### src/rtl/corr_readout_if.sv
// corr_readout_if: dump request, correlator result port and byte-stream handshake.
interface corr_readout_if;
    logic        dumpReq;
    logic        busy;
    logic        done;
    logic        read;
    logic [15:0] RamAddr;
    logic [31:0] RamData;
    logic [7:0]  txData;
    logic        txValid;
    logic        txReady;
    modport master (
        input  dumpReq, RamData, txReady,
        output busy, done, read, RamAddr, txData, txValid
    );
    modport slave (
        output dumpReq, RamData, txReady,
        input  busy, done, read, RamAddr, txData, txValid
    );
endinterface

### src/rtl/corr_readout.sv
// corr_readout: walks the five correlator banks and streams the result set
// as a framed byte stream (header, MSB-first words, additive checksum).
module corr_readout #(
    parameter int         READ_LAT = 2,
    parameter logic [7:0] HDR0     = 8'hA5,
    parameter logic [7:0] HDR1     = 8'h5A
) (
    input logic            clk,
    input logic            rst_n,
    corr_readout_if.master bus
);
    typedef enum logic [2:0] {IDLE, HDR, WAIT, SEND, NEXT, CSUM} state_t;
    state_t      state;
    logic [23:0] shreg;
    logic [7:0]  csum;
    logic [1:0]  idx;
    logic [2:0]  wcnt;
    logic [11:0] lim;
    logic [15:0] next_addr;
    logic        acc;
    assign acc = bus.txValid && bus.txReady;
    // bank n (upper nibble) holds 32 << (n-1) words
    always_comb begin
        lim = (bus.RamAddr[15:12] == 4'h1) ? 12'h01F :
              (bus.RamAddr[15:12] == 4'h2) ? 12'h03F :
              (bus.RamAddr[15:12] == 4'h3) ? 12'h07F :
              (bus.RamAddr[15:12] == 4'h4) ? 12'h0FF : 12'h1FF;
        next_addr = (bus.RamAddr[11:0] == lim) ? {bus.RamAddr[15:12] + 4'h1, 12'h000}
                                               : bus.RamAddr + 16'h0001;
    end
    always_ff @(posedge clk or negedge rst_n) begin
        if (!rst_n) begin
            state       <= IDLE;
            shreg       <= '0;
            csum        <= '0;
            idx         <= '0;
            wcnt        <= '0;
            bus.busy    <= 1'b0;
            bus.done    <= 1'b0;
            bus.read    <= 1'b0;
            bus.RamAddr <= '0;
            bus.txData  <= '0;
            bus.txValid <= 1'b0;
        end else begin
            bus.done <= 1'b0;
            case (state)
                IDLE: if (bus.dumpReq && !bus.done) begin
                    state       <= HDR;
                    bus.busy    <= 1'b1;
                    bus.read    <= 1'b1;
                    bus.RamAddr <= 16'h1000;
                    csum        <= '0;
                    idx         <= '0;
                    bus.txValid <= 1'b1;
                    bus.txData  <= HDR0;
                end
                HDR: if (acc) begin
                    if (idx == 2'd0) begin
                        idx        <= 2'd1;
                        bus.txData <= HDR1;
                    end else begin
                        bus.txValid <= 1'b0;
                        wcnt        <= '0;
                        state       <= WAIT;
                    end
                end
                WAIT: if (wcnt == 3'(READ_LAT - 1)) begin
                    shreg       <= bus.RamData[23:0];
                    bus.txData  <= bus.RamData[31:24];
                    bus.txValid <= 1'b1;
                    idx         <= '0;
                    state       <= SEND;
                end else begin
                    wcnt <= wcnt + 3'd1;
                end
                SEND: if (acc) begin
                    csum  <= csum + bus.txData;
                    idx   <= idx + 2'd1;
                    shreg <= {shreg[15:0], 8'h00};
                    if (idx == 2'd3) begin
                        bus.txValid <= 1'b0;
                        state       <= NEXT;
                    end else begin
                        bus.txData <= shreg[23:16];
                    end
                end
                NEXT: begin
                    wcnt <= '0;
                    if (bus.RamAddr == 16'h51FF) begin
                        bus.txData  <= csum;
                        bus.txValid <= 1'b1;
                        state       <= CSUM;
                    end else begin
                        bus.RamAddr <= next_addr;
                        state       <= WAIT;
                    end
                end
                CSUM: if (acc) begin
                    bus.txValid <= 1'b0;
                    bus.done    <= 1'b1;
                    bus.busy    <= 1'b0;
                    bus.read    <= 1'b0;
                    bus.RamAddr <= '0;
                    state       <= IDLE;
                end
                default: state <= IDLE;
            endcase
        end
    end
endmodule

### src/flat_wrapper.sv
// flat-port wrapper written by rule: the top's interface ports become plain ports
module corr_readout_flat 
#(
    parameter int         READ_LAT = 2,
    parameter logic [7:0] HDR0     = 8'hA5,
    parameter logic [7:0] HDR1     = 8'h5A
)
  (clk, rst_n, bus_dumpReq, bus_RamData, bus_txReady, bus_busy, bus_done, bus_read, bus_RamAddr, bus_txData, bus_txValid);
  corr_readout_if bus_i ();
  input logic clk;
  input logic rst_n;
  input wire logic [$bits(bus_i.dumpReq)-1:0] bus_dumpReq;
  input wire logic [$bits(bus_i.RamData)-1:0] bus_RamData;
  input wire logic [$bits(bus_i.txReady)-1:0] bus_txReady;
  output wire logic [$bits(bus_i.busy)-1:0] bus_busy;
  output wire logic [$bits(bus_i.done)-1:0] bus_done;
  output wire logic [$bits(bus_i.read)-1:0] bus_read;
  output wire logic [$bits(bus_i.RamAddr)-1:0] bus_RamAddr;
  output wire logic [$bits(bus_i.txData)-1:0] bus_txData;
  output wire logic [$bits(bus_i.txValid)-1:0] bus_txValid;
  assign bus_i.dumpReq = bus_dumpReq;
  assign bus_i.RamData = bus_RamData;
  assign bus_i.txReady = bus_txReady;
  assign bus_busy = bus_i.busy;
  assign bus_done = bus_i.done;
  assign bus_read = bus_i.read;
  assign bus_RamAddr = bus_i.RamAddr;
  assign bus_txData = bus_i.txData;
  assign bus_txValid = bus_i.txValid;
  corr_readout #(.READ_LAT(READ_LAT), .HDR0(HDR0), .HDR1(HDR1)) u_core (.clk(clk), .rst_n(rst_n), .bus(bus_i));
endmodule
### config.mk
export PLATFORM = sky130hd
export DESIGN_NAME = corr_readout_flat
export DESIGN_NICKNAME = d
export VERILOG_FILES = /design/src/rtl/corr_readout_if.sv /design/src/rtl/corr_readout.sv /design/src/flat_wrapper.sv
export SDC_FILE = /design/constraint.sdc
export NUM_CORES = 1
export LEC_CHECK = 0
export ABC_AREA = 1
export BUFFER_PORTS_ARGS = -buffer_cell sky130_fd_sc_hd__buf_2
export CORE_ASPECT_RATIO = 0.8
export CORE_MARGIN = 2
export CORE_UTILIZATION = 62
export DETAILED_ROUTE_END_ITERATION = 10
export PLACE_DENSITY_LB_ADDON = 0.05
export SLEW_MARGIN = 25
export SYNTH_ARGS = -nofsm -noshare
export SYNTH_HDL_FRONTEND = slang
export SYNTH_SLANG_ARGS = --single-unit
### constraint.sdc
create_clock -name clk -period 3.4 [get_ports clk]
set_input_delay 0.51 -clock clk [delete_from_list [all_inputs] [get_ports clk]]
set_output_delay 0.51 -clock clk [all_outputs]
set_load 0.03 [all_outputs]
==> results of run 1 <==
[layout make-up]
type                    count  area (um^2)  area share [%]
clock buffers              10          138            2.99
clock inverters             6         41.3           0.896
inverters                  85          322            6.98
multi-input cells         348         1980            43.0
flip-flops and latches     67         1680            36.4
well taps                  84          105            2.28
repair buffers             67          345            7.49
[flip-flops by register name (all words and copies together), names as in the netlist]
signal / cells
u_core.bus.txValid: 1
u_core.csum: 8
u_core.bus.busy: 1
u_core.bus.txData: 8
u_core.bus.done: 1
u_core.wcnt: 3
u_core.idx: 2
u_core.bus.RamAddr: 16
u_core.shreg: 24
u_core.state: 3
[power by group]
part           internal (mW)  switching, mW  leakage (nW)
clock network          0.283          0.315        0.0843
logic                 0.0157         0.0219          1.59
registers              0.796              0         0.712
total                   1.09          0.337          2.39
[metal layers]
metal | vias up | global-route usage, % | routed length, um
met5 | - | 0 | 0
met4 | 0 | 8.26 | 138
met3 | 16 | 5.93 | 804
met2 | 161 | 39.6 | 3990
met1 | 1689 | 42.3 | 4570
li1 | 1818 | - | -
[critical path: stages, from the launching register on]
cell,delay (ps)
dfrtp_1,540
inv_2,180
nand2_4,80
nor2_4,410
inv_2,200
nor2_4,190
inv_2,90
a21oi_4,240
nand3b_1,100
o21ai_1,100
[stage by stage]
step                      area, um^2  utilization (%)  hold WS, ps  power (mW)
after floorplan                 4080                -          214       0.813
after global placement          4430             69.5          491       0.850
after detailed placement        4430             69.5          491       0.851
after CTS                       4610             72.3          163        1.44
after global routing            4610             72.3          181        1.49
final                           4610             72.3          151        1.43
[logic make-up (layout without fill, tap and decap cells)]
| kind of cell | Yosys count | after routing | synth area share, % |
|---|---|---|---|
| AND/OR/NAND/NOR | 215 | 215 | 24.5 |
| AO/OA/AOI/OAI | 110 | 110 | 17.2 |
| buffers and inverters | 103 | 168 | 10.6 |
| flip-flops | 67 | 67 | 41.1 |
| adder cells (fa/ha/maj) | 17 | 17 | 5.39 |
| XOR/XNOR | 6 | 6 | 1.29 |
[cell usage in the layout (no fill, tap or decap), drive strengths merged]
| master | instances |
|---|---|
| o21a | 1 |
| ha | 16 |
| inv | 84 |
| nand2 | 117 |
| o221ai | 1 |
| nor3 | 6 |
| clkinv | 4 |
| a211oi | 6 |
| nor4 | 1 |
| o211ai | 15 |
| nor2 | 38 |
| xnor2 | 3 |
| clkbuf | 10 |
| dfrtp | 67 |
| o22ai | 12 |
| clkinvlp | 3 |
| or2 | 2 |
| and2 | 1 |
| o21ai | 52 |
| nand3b | 3 |
| a221oi | 2 |
| fa | 1 |
| o31ai | 3 |
| xor2 | 3 |
| a21oi | 17 |
| buf | 67 |
| nand3 | 43 |
| a31oi | 1 |
| nand4 | 4 |
[worst max path at each step]
stage,from,endpoint,slack [ps],depth (start not counted)
5_1_grt,u_core.bus.RamAddr[12],u_core.bus.RamAddr[14],960,16
6_report,u_core.state[2],u_core.csum[5],1190,9
4_1_cts,u_core.state[2],u_core.bus.txData[3],1220,5
3_5_place_dp,u_core.state[2],u_core.bus.txData[3],1240,5
2_1_floorplan,u_core.bus.RamAddr[0],u_core.bus.txData[5],1460,11
3_3_place_gp,u_core.state[2],u_core.shreg[22],1310,9
==> flow_metrics.py, run 1 <==
metrics = {
    "run_status": {
        "status": "completed",
    },
    "logic_synthesis": {
        "yosys_warnings": 0,
        "synth_common_cells": "110 x nand2_1, 72 x inv_1, 67 x dfrtp_1",
        "syn_area_um2": 4080,
        "synth_top_area_cell": "dfrtp_1",
        "ys_types": 45,
        "netlist.area_leader.share_pct": 41.1,
        "synth_most_common_cell": "nand2_1",
        "syn-instance-count": 518,
        "synthArstFlopShare_pct": 100,
        "ys.flop_type": "dfrtp_1",
        "synthesis.nets": 571,
        "synth_seq_cells": 67,
        "netlist_top_cells_area": "dfrtp_1 41%, nand2_1 10%, inv_1 6.6%",
        "synth-edff-count": 0,
        "syn_area_per_cell_um2": 7.88,
        "seq_area_frac_synth_pct": 41.1,
    },
    "worst_setup_path": {
        "worstPathArrival_ps": 2480,
        "end_kind": "flip-flop",
        "reg2reg_to": "u_core.csum[5]",
        "r2r-start": "u_core.state[2]",
        "critical_path_class": "flip-flop to flip-flop",
        "rr_worst_depth": 9,
        "worstSetupStartpointType": "flip-flop",
        "crit_path_max_fanout": 21,
        "reg2reg_slack_ps": 1190,
        "cp_data_required_time_ps": 3660,
    },
    "sta": {
        "fin_crit_sh_pct": 65.1,
        "grt_setup_unrepaired": "no",
        "period_needed_ps": 2210,
        "slew_headroom_pct": 52.6,
        "hold_viol_final": 0,
        "slew_viol_final": 0,
        "worst_pin_slew_ps": 706,
        "setup_violations": 0,
        "timing.fmax_mhz": 452,
        "skew_ps": 18.0,
        "fin_setup_tns_ps": 0,
        "setup_ws_ps": 1190,
    },
    "clocking": {
        "clock-sinks": 67,
        "hold_buffers": 0,
        "numCtsBuffers": 9,
        "cts_resized": 0,
        "clk_pin_slew_ps": 90,
        "cts_setup_buffers": 0,
        "htreeDepth": 3,
        "clockBufferDepth": 2,
        "cts_tree": "yes",
        "clk_latency_ps": 350,
        "cts_root_buf": "clkbuf_8",
    },
    "global_routing": {
        "grt_pass1_wl_um": 15700,
        "grt_antenna_before_repair": 0,
        "grt_pass1_vias": 3355,
        "grt_use_total_pct": 27.7,
        "grt-ovfl-total": 0,
        "grt_max_degree": 44,
    },
    "placement": {
        "place.gp.congestion": 0.940,
        "dp_cells": 651,
        "hpwlAfterDp_um": 7160,
        "dpl_worst_slack_ps": 1240,
        "port_buffers": 63,
    },
    "die": {
        "dieWidth_um": 94.7,
        "core_um2": 6380,
        "chipHeight_um": 76.6,
        "rows": 26,
        "io_pins": 64,
        "die_area_um2": 7260,
        "initial_core_util_pct": 64.1,
    },
    "drt": {
        "wl_um": 9500,
        "vias_per_cell": 5.52,
        "ant_nets": 0,
        "route.detailed.drc": 0,
        "drt_iter0_drc": 225,
        "drt_pass1_iterations": 5,
        "wl_per_cell_um": 14.2,
        "via_count": 3684,
    },
    "finish": {
        "syn2layout_area_growth_pct": 12.9,
        "diodes": 0,
        "layoutNonFillerInstCount": 667,
        "fin_nets": 631,
        "drive_gt1_share_pct": 22.1,
        "nFillCells": 524,
    },
    "worst_hold_path": {
        "min_path_type": "input pin to async pin",
    },
    "flow_run": {
        "cap_violations": 0,
    },
    "power_and_ir_drop": {
        "cellPowerDensity_nw_per_um2": 311,
        "p_leak_nw": 2.39,
        "peakVddDrop_mv": 0.264,
    },
}
Note: power is estimated with default switching activity, not from simulation.
==> run 2, diff against run 1 <==
--- a/config.mk
+++ b/config.mk
@@ -9,7 +9,7 @@
 export BUFFER_PORTS_ARGS = -buffer_cell sky130_fd_sc_hd__buf_2
 export CORE_ASPECT_RATIO = 0.8
 export CORE_MARGIN = 2
-export CORE_UTILIZATION = 62
+export CORE_UTILIZATION = 52
 export DETAILED_ROUTE_END_ITERATION = 10
 export PLACE_DENSITY_LB_ADDON = 0.05
 export SLEW_MARGIN = 25
==> constraint.sdc (replaced) <==
create_clock -name clk -period 1.8 [get_ports clk]
set_input_delay 0.27 -clock clk [delete_from_list [all_inputs] [get_ports clk]]
set_output_delay 0.27 -clock clk [all_outputs]
set_load 0.03 [all_outputs]
==> run 2 against run 1 <==
Global-route usage is 2.9 points lower. Register-to-register slack worse by 1200 ps. Flip-flop and latch count stayed put. Sequential share of layout area is 5.1 points lower. Clock power is 140% higher. Highest routed layer unchanged. First-iteration DRC count is 7.6% higher. The flow now finishes with violations (negative setup slack). Sequential power is 88% higher. Utilization is 0.23 points lower.
==> flow_metrics.py, run 2 (synthesized netlist as in run 1, its figures left out) <==
metrics = {
    "die": {
        "chipHeight_um": 83.3,
        "core_um2": 7500,
        "dieWidth_um": 103,
        "initial_core_util_pct": 54.5,
        "io_pins": 64,
        "rows": 28,
        "die_area_um2": 8580,
    },
    "sta": {
        "period_needed_ps": 1810,
        "timing.fmax_mhz": 553,
        "slew_headroom_pct": 75.4,
        "slew_viol_final": 0,
        "skew_ps": 13.5,
        "hold_viol_final": 0,
        "grt_setup_unrepaired": "yes",
        "worst_pin_slew_ps": 368,
        "setup_ws_ps": -6.71,
        "setup_violations": 1,
        "fin_crit_sh_pct": 100,
        "worst_hold_slack_ps": 150,
    },
    "finish": {
        "syn2layout_area_growth_pct": 32.3,
        "drive_gt1_share_pct": 37.2,
        "layoutNonFillerInstCount": 740,
        "diodes": 0,
        "largest_registers": "u_core.shreg (24), u_core.bus.RamAddr (16)",
        "regMostFlops": "u_core.shreg",
        "fin_nets": 683,
        "final_cell_mix": "94 x nand2_1, 66 x inv_1, 63 x buf_2",
        "layout_commonest_cell": "nand2_1",
        "largest_reg_flops": 24,
        "final_util_pct": 72.1,
    },
    "placement": {
        "port_buffers": 63,
        "dp_cells": 704,
        "place.gp.congestion": 0.985,
        "hpwlAfterDp_um": 7400,
        "dpl_worst_slack_ps": -14.7,
    },
    "global_routing": {
        "grt_antenna_before_repair": 0,
        "grt_max_degree": 68,
        "grt_pass1_vias": 3464,
        "grt_use_total_pct": 24.9,
        "grt_pass1_wl_um": 16800,
        "grt-ovfl-total": 0,
    },
    "clocking": {
        "clk_pin_slew_ps": 80,
        "clk_latency_ps": 350,
        "cts_root_buf": "clkbuf_8",
        "clockBufferDepth": 2,
        "numCtsBuffers": 9,
        "cts_tree": "yes",
        "clock-sinks": 67,
        "htreeDepth": 3,
    },
    "run_status": {
        "violations": "negative setup slack",
        "status": "complete, but fails checks",
    },
    "worst_setup_path": {
        "cp_slowest_stage_delay_ps": 480,
        "crit_path_max_fanout": 8,
        "cp_data_required_time_ps": 2020,
        "worstSetupStartpointType": "flip-flop",
        "critical_path_class": "flip-flop to flip-flop",
        "crit_path_end": "u_core.bus.txData[2]",
        "reg2reg_to": "u_core.bus.txData[2]",
        "rr_worst_depth": 8,
        "worstPathArrival_ps": 2030,
        "cpMaxStageDelayCell": "dfrtp_2",
        "reg2reg_slack_ps": -7,
        "worstPathCellList": "inv_4 -> nor2_4 -> buf_6 -> buf_12 -> a221oi_4 -> nand3_4 -> nand2_2 -> o21ai_2",
        "startpoint": "u_core.state[1]",
        "r2r-start": "u_core.state[1]",
        "end_kind": "flip-flop",
    },
    "drt": {
        "route.detailed.drc": 0,
        "wl_per_cell_um": 14.8,
        "ant_nets": 0,
        "via_count": 3969,
        "drt_pass1_iterations": 5,
        "wl_met2_um": 4760,
        "top_layer_used": "met4",
        "dr_wl_met3_um": 826,
        "vias_per_cell": 5.36,
        "wl_um": 10900,
        "drt_iter0_drc": 242,
        "m1WireLength_um": 5180,
    },
    "power_and_ir_drop": {
        "swShare_pct": 22.1,
        "p_leak_nw": 2.68,
        "peakVddDrop_mv": 0.413,
        "cellPowerDensity_nw_per_um2": 553,
        "power_frac_comb_pct": 2.5,
        "pwr-share-clk_pct": 47.1,
        "seq_power_share_pct": 50.4,
        "p_int_mw": 2.33,
        "p_switching_uw": 660,
    },
    "flow_run": {
        "cap_violations": 0,
    },
    "worst_hold_path": {
        "min_path_type": "input pin to flip-flop",
    },
}
## run 2: cell count changes in the layout (fill, tap and decap cells not counted), moves of 5 or more
| cell | before | now |
|---|---|---|
| buf_4 | 4 | 46 |
| dfrtp_1 | 67 | 58 |
| dfrtp_2 | 0 | 9 |
| ha_1 | 16 | 9 |
| inv_1 | 72 | 66 |
| nand2_1 | 110 | 94 |
| nand2_2 | 6 | 19 |
| nor2_1 | 28 | 23 |
| nor2_4 | 4 | 10 |
## run 2: per-layer routing
layer / up-vias / GRT usage [%]
li1: 1934 / -
met5: - / 0
met4: 0 / 5.26
met1: 1874 / 39.0
met2: 143 / 35.1
met3: 18 / 5.39
## run 2: timing repair
item | in CTS | in global routing
buffers inserted | 2 | 14
setup endpoints to repair | 12 | 37
pin swaps | 3 | 24
gates cloned | 2 | 1
endpoints found under the hold margin | 67 | 0
gates resized for setup | 6 | 64
hold buffers | 1 | 0
## run 2: worst max-delay path, delay by kind of cell, from the launching register on
family | cells | cell delay, ps
flip-flops | 1 | 480
AND/OR/NAND/NOR | 3 | 430
buffers and inverters | 3 | 350
AO/OA/AOI/OAI | 2 | 420
## run 2: layout make-up
class / instances / area (um^2)
inverters: 85 / 332
well taps: 105 / 131
fillers: 608 / 2090
repair buffers: 116 / 773
flip-flops and latches: 67 / 1690
clock buffers: 9 / 124
multi-input cells: 351 / 2260
clock inverters: 7 / 98.8
## run 2: how the worst min path moves through the flow
stage              startpoint               endpoint  depth (start not counted)
2_1_floorplan           rst_n  u_core.bus.RamAddr[0]                          0
3_3_place_gp            rst_n         u_core.csum[1]                          2
3_5_place_dp            rst_n        u_core.state[0]                          2
4_1_cts        bus_RamData[7]        u_core.shreg[7]                          3
5_1_grt        bus_RamData[7]        u_core.shreg[7]                          3
6_report       bus_RamData[1]        u_core.shreg[1]                          3
## run 2: stage by stage
step	cell area [um^2]	power, mW	TNS, ps
floorplan	4120	1.54	0
global placement	4760	1.61	0
detailed placement	4760	1.61	-26.2
CTS	5050	3.01	0
global route	5400	3.08	-1120
finish	5400	2.99	-6.71
## run 2: power by group through the flow
stage	clock network (mW)	logic, mW	registers (mW)
2_1_floorplan	0	0.00101	1.53
3_3_place_gp	0	0.0753	1.53
3_5_place_dp	0	0.0763	1.53
4_1_cts	1.43	0.0783	1.50
5_1_grt	1.49	0.0865	1.50
6_report	1.41	0.0759	1.50
==> run 3, diff against run 2 <==
==> constraint.sdc (replaced) <==
create_clock -name clk -period 1.8 [get_ports clk]
set_input_delay 0.36 -clock clk [delete_from_list [all_inputs] [get_ports clk]]
set_output_delay 0.36 -clock clk [all_outputs]
set_load 0.03 [all_outputs]
==> run 3 against run 2 <==
The flow now finishes without violations. Clock skew decreased by 1.4 ps. Global-route usage shrank 0.34 points. Power down 3.9%. Routed wire length up 1.4%. Combinational power shrank 3.4%. Hold slack got worse by 140 ps. Via count increased by 0.71%. Clock power fell by 9%. Final cell count fell by 0.27%. Largest cell class unchanged.
==> flow_metrics.py, run 3 (synthesized netlist as in run 1, its figures left out) <==
metrics = {
    "power_and_ir_drop": {
        "p_leak_nw": 2.67,
        "peakVddDrop_mv": 0.511,
        "cellPowerDensity_nw_per_um2": 529,
        "power_mw": 2.87,
    },
    "drt": {
        "drt_pass1_iterations": 5,
        "via_count": 3997,
        "route.detailed.drc": 0,
        "ant_nets": 0,
        "wl_um": 11100,
        "drt_iter0_drc": 238,
        "vias_per_cell": 5.42,
        "wl_per_cell_um": 15.0,
    },
    "sta": {
        "slew_viol_final": 0,
        "timing.fmax_mhz": 560,
        "worst_hold_slack_ps": 9.94,
        "worst_pin_slew_ps": 395,
        "setup_violations": 0,
        "fin_crit_sh_pct": 99.2,
        "hold_viol_final": 0,
        "slew_headroom_pct": 73.5,
        "setup_ws_ps": 14.4,
        "period_needed_ps": 1790,
        "skew_ps": 12.1,
        "grt_setup_unrepaired": "yes",
    },
    "finish": {
        "multi_input_area_um2": 2260,
        "drive_gt1_share_pct": 36.2,
        "final_cell_mix": "101 x nand2_1, 63 x inv_1, 63 x buf_2",
        "fin_nets": 681,
        "regMostFlops": "u_core.shreg",
        "layout_commonest_cell": "nand2_1",
        "largest_reg_flops": 24,
        "largest_registers": "u_core.shreg (24), u_core.bus.RamAddr (16)",
        "syn2layout_area_growth_pct": 32.8,
        "nFillCells": 604,
        "seq_area_um2": 1690,
        "diodes": 0,
    },
    "clocking": {
        "htreeDepth": 3,
        "clock-sinks": 67,
        "numCtsBuffers": 9,
        "clockBufferDepth": 2,
        "cts_tree": "yes",
        "clk_pin_slew_ps": 80,
        "hold_buffers": 0,
        "clk_latency_ps": 350,
        "cts_root_buf": "clkbuf_8",
    },
    "worst_setup_path": {
        "rr_worst_depth": 12,
        "cp_data_required_time_ps": 2040,
        "reg2reg_to": "u_core.bus.RamAddr[12]",
        "worstPathArrival_ps": 2020,
        "startpoint": "u_core.bus.RamAddr[13]",
        "r2r-start": "u_core.bus.RamAddr[13]",
        "cpMaxStageDelayCell": "dfrtp_2",
        "reg2reg_slack_ps": 10,
        "crit_path_end": "u_core.bus.RamAddr[12]",
        "end_kind": "flip-flop",
        "critical_path_class": "flip-flop to flip-flop",
        "cp_slowest_stage_delay_ps": 470,
        "worstPathCellList": "ha_2 -> inv_2 -> nand3_1 -> nand3_1 -> nand2_1 -> nor2_2 -> buf_4 -> nand2_2 -> nand2_1 -> nand2_1 -> nand3_1 -> a21oi_1",
        "worstSetupStartpointType": "flip-flop",
        "crit_path_max_fanout": 4,
    },
    "placement": {
        "dpl_worst_slack_ps": -56.9,
        "port_buffers": 63,
        "place.gp.congestion": 0.956,
        "hpwlAfterDp_um": 7340,
    },
    "global_routing": {
        "grt-ovfl-total": 0,
        "grt_max_degree": 68,
        "grt_antenna_before_repair": 0,
        "grt_use_total_pct": 24.5,
        "grt_pass1_vias": 3425,
        "grt_pass1_wl_um": 16600,
    },
    "run_status": {
        "status": "completed",
    },
    "die": {
        "initial_core_util_pct": 54.5,
        "io_pins": 64,
        "rows": 28,
        "chipHeight_um": 83.3,
        "core_um2": 7500,
        "die_area_um2": 8580,
        "dieWidth_um": 103,
    },
    "flow_run": {
        "cap_violations": 0,
    },
    "worst_hold_path": {
        "min_path_type": "input pin to async pin",
    },
}
## run 3: worst max-delay path, delay by kind of cell (launching register included)
family / cells / cell delay (ps)
flops: 1 / 470
compound gates: 1 / 60
simple gates: 8 / 720
buf+inv: 2 / 220
fa+ha+maj: 1 / 210
## run 3: area by class of cell
class                   count  area share, %
multi-input cells         351           41.7
clock buffers               9           2.28
well taps                 105           2.42
flip-flops and latches     67           31.1
clock inverters             7           1.41
inverters                  85           6.23
repair buffers            114           14.8
## run 3: layer usage
| metal | share of wire (%) | track usage, % | up-vias |
|---|---|---|---|
| met3 | 6.3 | 5.22 | 12 |
| met1 | 49 | 39.0 | 1905 |
| met5 | 0 | 0 | - |
| met4 | 1.1 | 4.78 | 0 |
| met2 | 44 | 34.2 | 140 |
| li1 | - | - | 1940 |
## run 3: what timing repair did
item | 4_1_cts | 5_1_grt
resized for setup | 7 | 69
gates cloned | 0 | 6
pin swaps | 6 | 29
setup endpoints to repair | 16 | 41
setup buffers | 3 | 13
## run 3: how the worst min path moves through the flow
stage	slack, ps	depth (start not counted)	startpoint	endpoint
global placement	410	2	rst_n	u_core.csum[7]
floorplan	60	0	rst_n	u_core.bus.RamAddr[0]
global route	40	2	rst_n	u_core.csum[7]
detailed placement	410	2	rst_n	u_core.csum[7]
CTS	20	2	rst_n	u_core.csum[7]
finish	10	2	rst_n	u_core.csum[7]
## run 3: power breakdown
group	internal, mW	total (mW)	switching, mW
logic	0.0314	0.0733	0.0419
registers	1.50	1.50	0
clock network	0.649	1.29	0.644
total	2.18	2.87	0.686
## run 3: metrics by stage
stage	util (%)	std cells	instance area (um^2)	setup TNS [ps]
2_1_floorplan	-	518	4120	0
3_3_place_gp	63.2	701	4740	-6.64
3_5_place_dp	63.2	701	4740	-103
4_1_cts	66.4	720	4980	-2.33
5_1_grt	72.3	738	5420	-571
6_report	72.3	738	5420	0
